===== src/rtl/camera_clock_reconfig_controller_if.sv =====
// Request/status bus plus DCM_CLKGEN program and lock port for the camera
// clock reconfiguration controller. The slave side is the controller; the
// master side is its environment (requester and the DCM primitive).
interface camera_clock_reconfig_controller_if;
  logic [7:0] cfg_m_minus1;
  logic [7:0] cfg_d_minus1;
  logic       cfg_start;
  logic       cfg_busy;
  logic       cfg_done;
  logic       cfg_error;
  logic       dcm_progen;
  logic       dcm_progdata;
  logic       dcm_progdone;
  logic       dcm_locked;
  logic       dcm_reset;
  logic       clk_ready;

  modport master (
    output cfg_m_minus1, cfg_d_minus1, cfg_start, dcm_progdone, dcm_locked,
    input  cfg_busy, cfg_done, cfg_error, dcm_progen, dcm_progdata, dcm_reset, clk_ready
  );

  modport slave (
    input  cfg_m_minus1, cfg_d_minus1, cfg_start, dcm_progdone, dcm_locked,
    output cfg_busy, cfg_done, cfg_error, dcm_progen, dcm_progdata, dcm_reset, clk_ready
  );
endinterface


===== src/rtl/camera_clock_reconfig_controller.sv =====
// Camera clock reconfiguration controller: serially programs M/D into a
// DCM_CLKGEN, waits for PROGDONE and LOCKED, and recovers from lock loss or
// timeouts by pulsing the DCM reset and reprogramming the latched setting.
module camera_clock_reconfig_controller #(
  parameter int LOCK_TIMEOUT = 100000,
  parameter int RESET_CYCLES = 10,
  parameter int MAX_RETRIES  = 3,
  parameter int DONE_TIMEOUT = 1000
) (
  input logic                                   input_clk,
  input logic                                   reset,
  camera_clock_reconfig_controller_if.slave     bus
);

  // Each serial word (two header bits plus eight data bits) takes ten cycles.
  localparam int LOAD_CYCLES = 10;
  localparam int MAX_A   = (LOCK_TIMEOUT > DONE_TIMEOUT) ? LOCK_TIMEOUT : DONE_TIMEOUT;
  localparam int MAX_B   = (RESET_CYCLES > LOAD_CYCLES) ? RESET_CYCLES : LOAD_CYCLES;
  localparam int CNT_MAX = (MAX_A > MAX_B) ? MAX_A : MAX_B;
  localparam int CW      = $clog2(CNT_MAX + 1);
  localparam int RW      = $clog2(MAX_RETRIES + 2);

  localparam logic [CW-1:0] CNT_SAT   = CW'(CNT_MAX);
  localparam logic [CW-1:0] LOAD_LAST = CW'(LOAD_CYCLES - 1);
  localparam logic [CW-1:0] LOCK_LAST = CW'(LOCK_TIMEOUT - 1);
  localparam logic [CW-1:0] DONE_LAST = CW'(DONE_TIMEOUT - 1);
  localparam logic [CW-1:0] RST_LAST  = CW'(RESET_CYCLES - 1);
  localparam logic [RW-1:0] RETRY_MAX = RW'(MAX_RETRIES);

  typedef enum logic [3:0] {
    IDLE, LOAD_D, GAP_D, LOAD_M, GAP_M, GO, WAIT_DONE, WAIT_LOCK, DCM_RST, FAIL
  } state_t;

  state_t        state_reg, state_next;
  logic [CW-1:0] cnt_reg, cnt_next;
  logic [RW-1:0] retry_reg, retry_next;
  logic [7:0]    m_reg, m_next;
  logic [7:0]    d_reg, d_next;
  // A user request is in flight; only those end with a cfg_done pulse.
  logic          req_reg, req_next;
  logic          error_reg, error_next;
  logic          ready_reg, ready_next;
  logic          done_reg, done_next;
  logic          progen_reg, progen_next;
  logic          progdata_reg, progdata_next;
  logic          dcm_reset_reg, dcm_reset_next;
  logic          busy_reg, busy_next;
  logic          take_recovery;
  logic [2:0]    bit_sel;

  // Next-state logic; outputs are decoded from the next state so they leave
  // the register aligned with the state they belong to.
  always_comb begin
    state_next    = state_reg;
    retry_next    = retry_reg;
    m_next        = m_reg;
    d_next        = d_reg;
    req_next      = req_reg;
    error_next    = error_reg;
    ready_next    = ready_reg;
    done_next     = 1'b0;
    take_recovery = 1'b0;

    case (state_reg)
      IDLE: begin
        if (ready_reg && !bus.dcm_locked) begin
          // Autonomous relock: the DCM lost lock at the current setting.
          ready_next = 1'b0;
          retry_next = '0;
          req_next   = 1'b0;
          state_next = DCM_RST;
        end else if (bus.cfg_start) begin
          if (bus.cfg_m_minus1 == 8'd0) begin
            error_next = 1'b1;
          end else begin
            m_next     = bus.cfg_m_minus1;
            d_next     = bus.cfg_d_minus1;
            error_next = 1'b0;
            retry_next = '0;
            ready_next = 1'b0;
            req_next   = 1'b1;
            state_next = LOAD_D;
          end
        end
      end
      LOAD_D:    if (cnt_reg == LOAD_LAST) state_next = GAP_D;
      GAP_D:     state_next = LOAD_M;
      LOAD_M:    if (cnt_reg == LOAD_LAST) state_next = GAP_M;
      GAP_M:     state_next = GO;
      GO:        state_next = WAIT_DONE;
      WAIT_DONE: begin
        if (bus.dcm_progdone)          state_next = WAIT_LOCK;
        else if (cnt_reg == DONE_LAST) take_recovery = 1'b1;
      end
      WAIT_LOCK: begin
        // Lock is checked first so it wins over a coincident timeout.
        if (bus.dcm_locked) begin
          state_next = IDLE;
          ready_next = 1'b1;
          done_next  = req_reg;
          req_next   = 1'b0;
        end else if (cnt_reg == LOCK_LAST) begin
          take_recovery = 1'b1;
        end
      end
      DCM_RST: begin
        // M latch of zero means nothing was ever programmed: wait for the
        // DCM's default lock instead of reprogramming.
        if (cnt_reg == RST_LAST) state_next = (m_reg == 8'd0) ? WAIT_LOCK : LOAD_D;
      end
      FAIL:      state_next = IDLE;
      default:   state_next = IDLE;
    endcase

    if (take_recovery) begin
      if (retry_reg < RETRY_MAX) begin
        retry_next = retry_reg + 1'b1;
        state_next = DCM_RST;
      end else begin
        state_next = FAIL;
      end
    end

    if (state_next == FAIL) begin
      error_next = 1'b1;
      ready_next = 1'b0;
      req_next   = 1'b0;
    end
  end

  // Per-state cycle counter: cleared on every state change, saturates.
  always_comb begin
    cnt_next = cnt_reg;
    if (state_next != state_reg) cnt_next = '0;
    else if (cnt_reg != CNT_SAT) cnt_next = cnt_reg + 1'b1;
  end

  // Output decode for the upcoming state, including the serial bit select.
  always_comb begin
    bit_sel        = 3'(cnt_next - CW'(2));
    progen_next    = (state_next == LOAD_D) || (state_next == LOAD_M) || (state_next == GO);
    dcm_reset_next = (state_next == DCM_RST);
    busy_next      = (state_next != IDLE) && (state_next != FAIL);
    progdata_next  = 1'b0;
    case (state_next)
      LOAD_D: begin
        if (cnt_next == '0)              progdata_next = 1'b1;
        else if (cnt_next == CW'(1))     progdata_next = 1'b0;
        else                             progdata_next = d_next[bit_sel];
      end
      LOAD_M: begin
        if (cnt_next < CW'(2))           progdata_next = 1'b1;
        else                             progdata_next = m_next[bit_sel];
      end
      default:                           progdata_next = 1'b0;
    endcase
  end

  // State and output registers; reset parks in DCM_RST with the DCM held in reset.
  always_ff @(posedge input_clk) begin
    if (reset) begin
      state_reg     <= DCM_RST;
      cnt_reg       <= '0;
      retry_reg     <= '0;
      m_reg         <= '0;
      d_reg         <= '0;
      req_reg       <= 1'b0;
      error_reg     <= 1'b0;
      ready_reg     <= 1'b0;
      done_reg      <= 1'b0;
      progen_reg    <= 1'b0;
      progdata_reg  <= 1'b0;
      dcm_reset_reg <= 1'b1;
      busy_reg      <= 1'b0;
    end else begin
      state_reg     <= state_next;
      cnt_reg       <= cnt_next;
      retry_reg     <= retry_next;
      m_reg         <= m_next;
      d_reg         <= d_next;
      req_reg       <= req_next;
      error_reg     <= error_next;
      ready_reg     <= ready_next;
      done_reg      <= done_next;
      progen_reg    <= progen_next;
      progdata_reg  <= progdata_next;
      dcm_reset_reg <= dcm_reset_next;
      busy_reg      <= busy_next;
    end
  end

  assign bus.cfg_busy     = busy_reg;
  assign bus.cfg_done     = done_reg;
  assign bus.cfg_error    = error_reg;
  assign bus.dcm_progen   = progen_reg;
  assign bus.dcm_progdata = progdata_reg;
  assign bus.dcm_reset    = dcm_reset_reg;
  assign bus.clk_ready    = ready_reg;

endmodule


===== src/flat_wrapper.sv =====
// flat-port wrapper written by rule: the top's interface ports become plain ports
module camera_clock_reconfig_controller_flat 
#(
  parameter int LOCK_TIMEOUT = 100000,
  parameter int RESET_CYCLES = 10,
  parameter int MAX_RETRIES  = 3,
  parameter int DONE_TIMEOUT = 1000
)
  (input_clk, reset, bus_cfg_m_minus1, bus_cfg_d_minus1, bus_cfg_start, bus_dcm_progdone, bus_dcm_locked, bus_cfg_busy, bus_cfg_done, bus_cfg_error, bus_dcm_progen, bus_dcm_progdata, bus_dcm_reset, bus_clk_ready);
  camera_clock_reconfig_controller_if bus_i ();
  input logic input_clk;
  input logic reset;
  input wire logic [$bits(bus_i.cfg_m_minus1)-1:0] bus_cfg_m_minus1;
  input wire logic [$bits(bus_i.cfg_d_minus1)-1:0] bus_cfg_d_minus1;
  input wire logic [$bits(bus_i.cfg_start)-1:0] bus_cfg_start;
  input wire logic [$bits(bus_i.dcm_progdone)-1:0] bus_dcm_progdone;
  input wire logic [$bits(bus_i.dcm_locked)-1:0] bus_dcm_locked;
  output wire logic [$bits(bus_i.cfg_busy)-1:0] bus_cfg_busy;
  output wire logic [$bits(bus_i.cfg_done)-1:0] bus_cfg_done;
  output wire logic [$bits(bus_i.cfg_error)-1:0] bus_cfg_error;
  output wire logic [$bits(bus_i.dcm_progen)-1:0] bus_dcm_progen;
  output wire logic [$bits(bus_i.dcm_progdata)-1:0] bus_dcm_progdata;
  output wire logic [$bits(bus_i.dcm_reset)-1:0] bus_dcm_reset;
  output wire logic [$bits(bus_i.clk_ready)-1:0] bus_clk_ready;
  assign bus_i.cfg_m_minus1 = bus_cfg_m_minus1;
  assign bus_i.cfg_d_minus1 = bus_cfg_d_minus1;
  assign bus_i.cfg_start = bus_cfg_start;
  assign bus_i.dcm_progdone = bus_dcm_progdone;
  assign bus_i.dcm_locked = bus_dcm_locked;
  assign bus_cfg_busy = bus_i.cfg_busy;
  assign bus_cfg_done = bus_i.cfg_done;
  assign bus_cfg_error = bus_i.cfg_error;
  assign bus_dcm_progen = bus_i.dcm_progen;
  assign bus_dcm_progdata = bus_i.dcm_progdata;
  assign bus_dcm_reset = bus_i.dcm_reset;
  assign bus_clk_ready = bus_i.clk_ready;
  camera_clock_reconfig_controller #(.LOCK_TIMEOUT(LOCK_TIMEOUT), .RESET_CYCLES(RESET_CYCLES), .MAX_RETRIES(MAX_RETRIES), .DONE_TIMEOUT(DONE_TIMEOUT)) u_core (.input_clk(input_clk), .reset(reset), .bus(bus_i));
endmodule

===== config.mk =====
export PLATFORM = sky130hd
export DESIGN_NAME = camera_clock_reconfig_controller_flat
export DESIGN_NICKNAME = d
export VERILOG_FILES = /design/src/rtl/camera_clock_reconfig_controller_if.sv /design/src/rtl/camera_clock_reconfig_controller.sv /design/src/flat_wrapper.sv
export SDC_FILE = /design/constraint.sdc
export NUM_CORES = 1
export LEC_CHECK = 0
export BUFFER_PORTS_ARGS = -buffer_cell sky130_fd_sc_hd__buf_2
export CAP_MARGIN = 15
export CORE_ASPECT_RATIO = 0.7
export CORE_MARGIN = 3
export CORE_UTILIZATION = 50
export CTS_CLUSTER_SIZE = 12
export DETAILED_ROUTE_END_ITERATION = 10
export PLACE_DENSITY = 0.72
export SKIP_LAST_GASP = 1
export SYNTH_ARGS = -nofsm -noshare
export SYNTH_HDL_FRONTEND = slang
export SYNTH_SLANG_ARGS = --single-unit

===== constraint.sdc =====
create_clock -name input_clk -period 2.95 [get_ports input_clk]
set_clock_uncertainty 0.15 [all_clocks]
set_input_delay 0.4425 -clock input_clk [delete_from_list [all_inputs] [get_ports input_clk]]
set_output_delay 0.4425 -clock input_clk [all_outputs]
set_load 0.005 [all_outputs]

==> flow_metrics.tcl <==
set metrics [dict create \
    clock_sinks 48 \
    critPathRequiredTime_ns 3.04 \
    p_int_mw 1.00 \
    worstSetupPathType "reg2reg" \
    via_per_inst 5.88 \
    nets 464 \
    cap_violations 0 \
    wl_per_cell_microns 15.6 \
    cts_buffers 5 \
    layout_setup_ws_ns -0.133 \
    critical-path-max-stage-delay_ns 0.55 \
    wl_mm 7.93 \
    crit_path_max_fanout 7 \
    final_layout_size_suffix_gt1_frac 0.316 \
    ys_types 69 \
    grt_pass1_vias 2768 \
    sw_frac_of_total 0.248 \
    fp.dieH_microns 70.3 \
    holdWs_ns 0.247 \
    power.clock.fraction 0.345 \
    synth_fp_nets 393 \
    hpwl_mm 5.84 \
    fin_util 0.691 \
    grt_pass1_wl_mm 13.2 \
    setup_viol 1 \
    place_area_sq_um 3550 \
    postLayoutCellArea_sq_um 3780 \
    critPathTopFamily "compound AO/OA/AOI/OAI gates" \
    coreArea_sq_um 5480 \
    antenna_cells 0 \
    ir_drop_uv 233 \
    antenna_found_initial 0 \
    syn_to_final_growth_pct 28.3 \
    relSlewSlack 0.618 \
    port_buffers 27 \
    finalWeightedCongestion 0.926 \
    worstPathArrival_ns 3.18 \
    power.share.sequential 0.498 \
    drt_pass1_iterations 5 \
    clock.fmax_mhz 324 \
    pwr_density_cell_nw_per_um2 352 \
    clk_pin_slew_ns 0.08 \
    ant_nets 0 \
    root_buffer "clkbuf_8" \
    fin_crit_ns 3.08 \
    track_usage 0.232 \
    clk_latency_ns 0.30 \
    cts_htree_levels 2 \
    avgSynthCellArea_sq_um 8.04 \
    drt_iter0_drc 201 \
    synth_seq_area_share 0.326 \
    route.detailed.drc 0 \
    netlist_area_sq_um 2950 \
    rows 22 \
    fp.dieW_microns 97.8 \
    postSynthCellCount 367 \
    hold_violations 0 \
    run_status "finished, violations left" \
    initial_core_util 0.538 \
    cts_tree "built" \
    path_buf_inv 4 \
    dieArea_sq_um 6870 \
    yosysWarnings 0 \
    clock_path_buffers 2 \
    grt_setup_unrepaired "true" \
    p_leak_nw 1.52 \
    final-max-slew-violation-count 0 \
    violations "setup timing" \
    worstMarginPinSlew_ns 0.573 \
    cp_slowest_cell "or4_4" \
    synth_edf_count 0 \
    ys_async_sr_fraction 0 \
    cts_hold_buf 0 \
    critPathLaunchType "flop" \
    tns_ns -0.133 \
    timing.critical_path.mode_cell "buf_4" \
    ys_ff_latch 48 \
    grt_max_degree 32 \
    crit_path_end_kind "flop" \
    ios 28 \
    synth_ff_type "dfxtp_1" \
    largest_reg_flops 17 \
    comb_power_share 0.156 \
    hp-class "in2reg" \
    worstPathCellList "nand2b_4, or4_4, o32a_4, buf_4, a32oi_2, a21oi_2, buf_4, buf_4, buf_4, mux2_1, a32oi_1, o311a_1" \
    via_count 2994 \
    grt_overflow 0 \
    fin_crit_sh 1.05 \
    p_sw_mw 0.331 \
]
[through the flow]
step | setup slack [ns] | power [mW] | std cells
2_1_floorplan | -0.0675 | 0.795 | 367
4_1_cts | 0.00168 | 1.33 | 508
6_report | -0.133 | 1.33 | 509
5_1_grt | -0.297 | 1.38 | 509
3_5_place_dp | -0.109 | 0.872 | 499
3_3_place_gp | -0.0582 | 0.866 | 499
[Yosys cell counts, drive strengths merged (3+ instances only)]
library cell / count / area [sq um]
nand2b: 9 / 63.8
a31oi: 3 / 18.8
nand4: 9 / 62.6
o31a: 3 / 26.3
o221ai: 3 / 26.3
and2: 8 / 51.3
nor4: 9 / 71.3
nand3b: 3 / 22.5
dfxtp: 48 / 961
xor2: 8 / 70.1
nor3: 7 / 35.0
buf: 18 / 104
nor2: 50 / 188
mux2i: 7 / 70.1
and4: 3 / 26.3
nand3: 18 / 95.1
xnor2: 8 / 77.6
clkbuf: 9 / 35.0
nor2b: 8 / 57.6
nor4b: 3 / 26.3
inv: 7 / 26.3
a22oi: 8 / 60.1
and3: 7 / 43.8
o2111ai: 3 / 26.3
ha: 5 / 62.6
or3: 4 / 30.0
nand2: 37 / 139
mux2: 3 / 33.8
a21oi: 16 / 83.8
a21o: 4 / 30.0
o21ai: 8 / 40.0
[power groups by stage]
stage               registers [mW]  clock network, mW  logic [mW]
detailed placement           0.676                  0       0.195
global placement             0.676                  0       0.191
global route                 0.665              0.486       0.230
finish                       0.664              0.460       0.208
floorplan                    0.674                  0       0.121
CTS                          0.663              0.468       0.203
[layout by cell type (no fill, tap or decap), types with 3 or more instances in the layout]
master,n
o21ai_0,8
nand4_1,8
a22oi_1,8
dfxtp_1,36
nand3b_1,3
xnor2_1,7
mux2i_1,7
nand2b_1,8
nor4_1,6
ha_1,4
or3_1,3
nand2_1,36
dfxtp_2,12
o221ai_1,3
and3_1,6
and2_1,7
a21oi_1,14
and4_1,3
nor3_1,5
xor2_1,8
clkbuf_8,5
a21o_1,4
o31a_1,3
buf_2,27
nand3_1,17
nor2b_1,7
buf_4,61
nor2_1,50
inv_1,7
a31oi_1,3
[metal layers]
metal / vias to the layer above / wire length [microns] / global-route usage
li1: 1459 / - / -
met1: 1393 / 3830 / 0.335
met4: 0 / 111 / 0.0661
met2: 126 / 3320 / 0.339
met5: - / 0 / 0
met3: 16 / 667 / 0.0619
[timing repair]
item / 4_1_cts / 5_1_grt
pin swaps: 6 / 2
endpoints found under the setup margin: 1 / 2
endpoints found under the hold margin: 0 / 0
gates resized for setup: 16 / 9
buffers inserted: 3 / 1
[worst paths after layout]
check / start / endpoint / slack [ns] / cells after the start
max: u_core.state_reg[3]$_SDFF_PP1_ / u_core.bus.dcm_progdata$_SDFF_PP0_ / -0.13 / 12
min: bus_cfg_d_minus1[3] / u_core.d_reg[3]$_SDFF_PP0_ / 0.25 / 3
max reg2reg: u_core.state_reg[3]$_SDFF_PP1_ / u_core.bus.dcm_progdata$_SDFF_PP0_ / -0.13 / 12
min reg2reg: u_core.d_reg[3]$_SDFF_PP0_ / u_core.d_reg[3]$_SDFF_PP0_ / 0.32 / 2
[logic make-up (layout without fill, tap and decap cells)]
logic type,count (synthesis),count (layout),share of synthesized area
and+or+nand+nor,186,186,0.342
AOI/OAI and AO/OA,68,68,0.169
DFF,48,48,0.326
buffers and inverters,34,104,0.0560
xor gates and xnor gates,16,16,0.0501
muxes,10,10,0.0352
adders and majority gates,5,5,0.0212
[tightest hold or removal path, cell delays in order]
cell and delay [ns]:
buf_2 0.11, nand2_1 0.05, a21oi_1 0.05
[cell type report]
type,count,area (sq um)
Clock inverter,1,30.0
Tap cell,72,90.1
Fill cell,444,1690
Clock buffer,5,68.8
Multi-Input combinational cell,285,1950
Sequential cell,48,976
Timing Repair Buffer,91,644
Inverter,7,26.3
No activity file was read; power rests on OpenSTA's default activity.
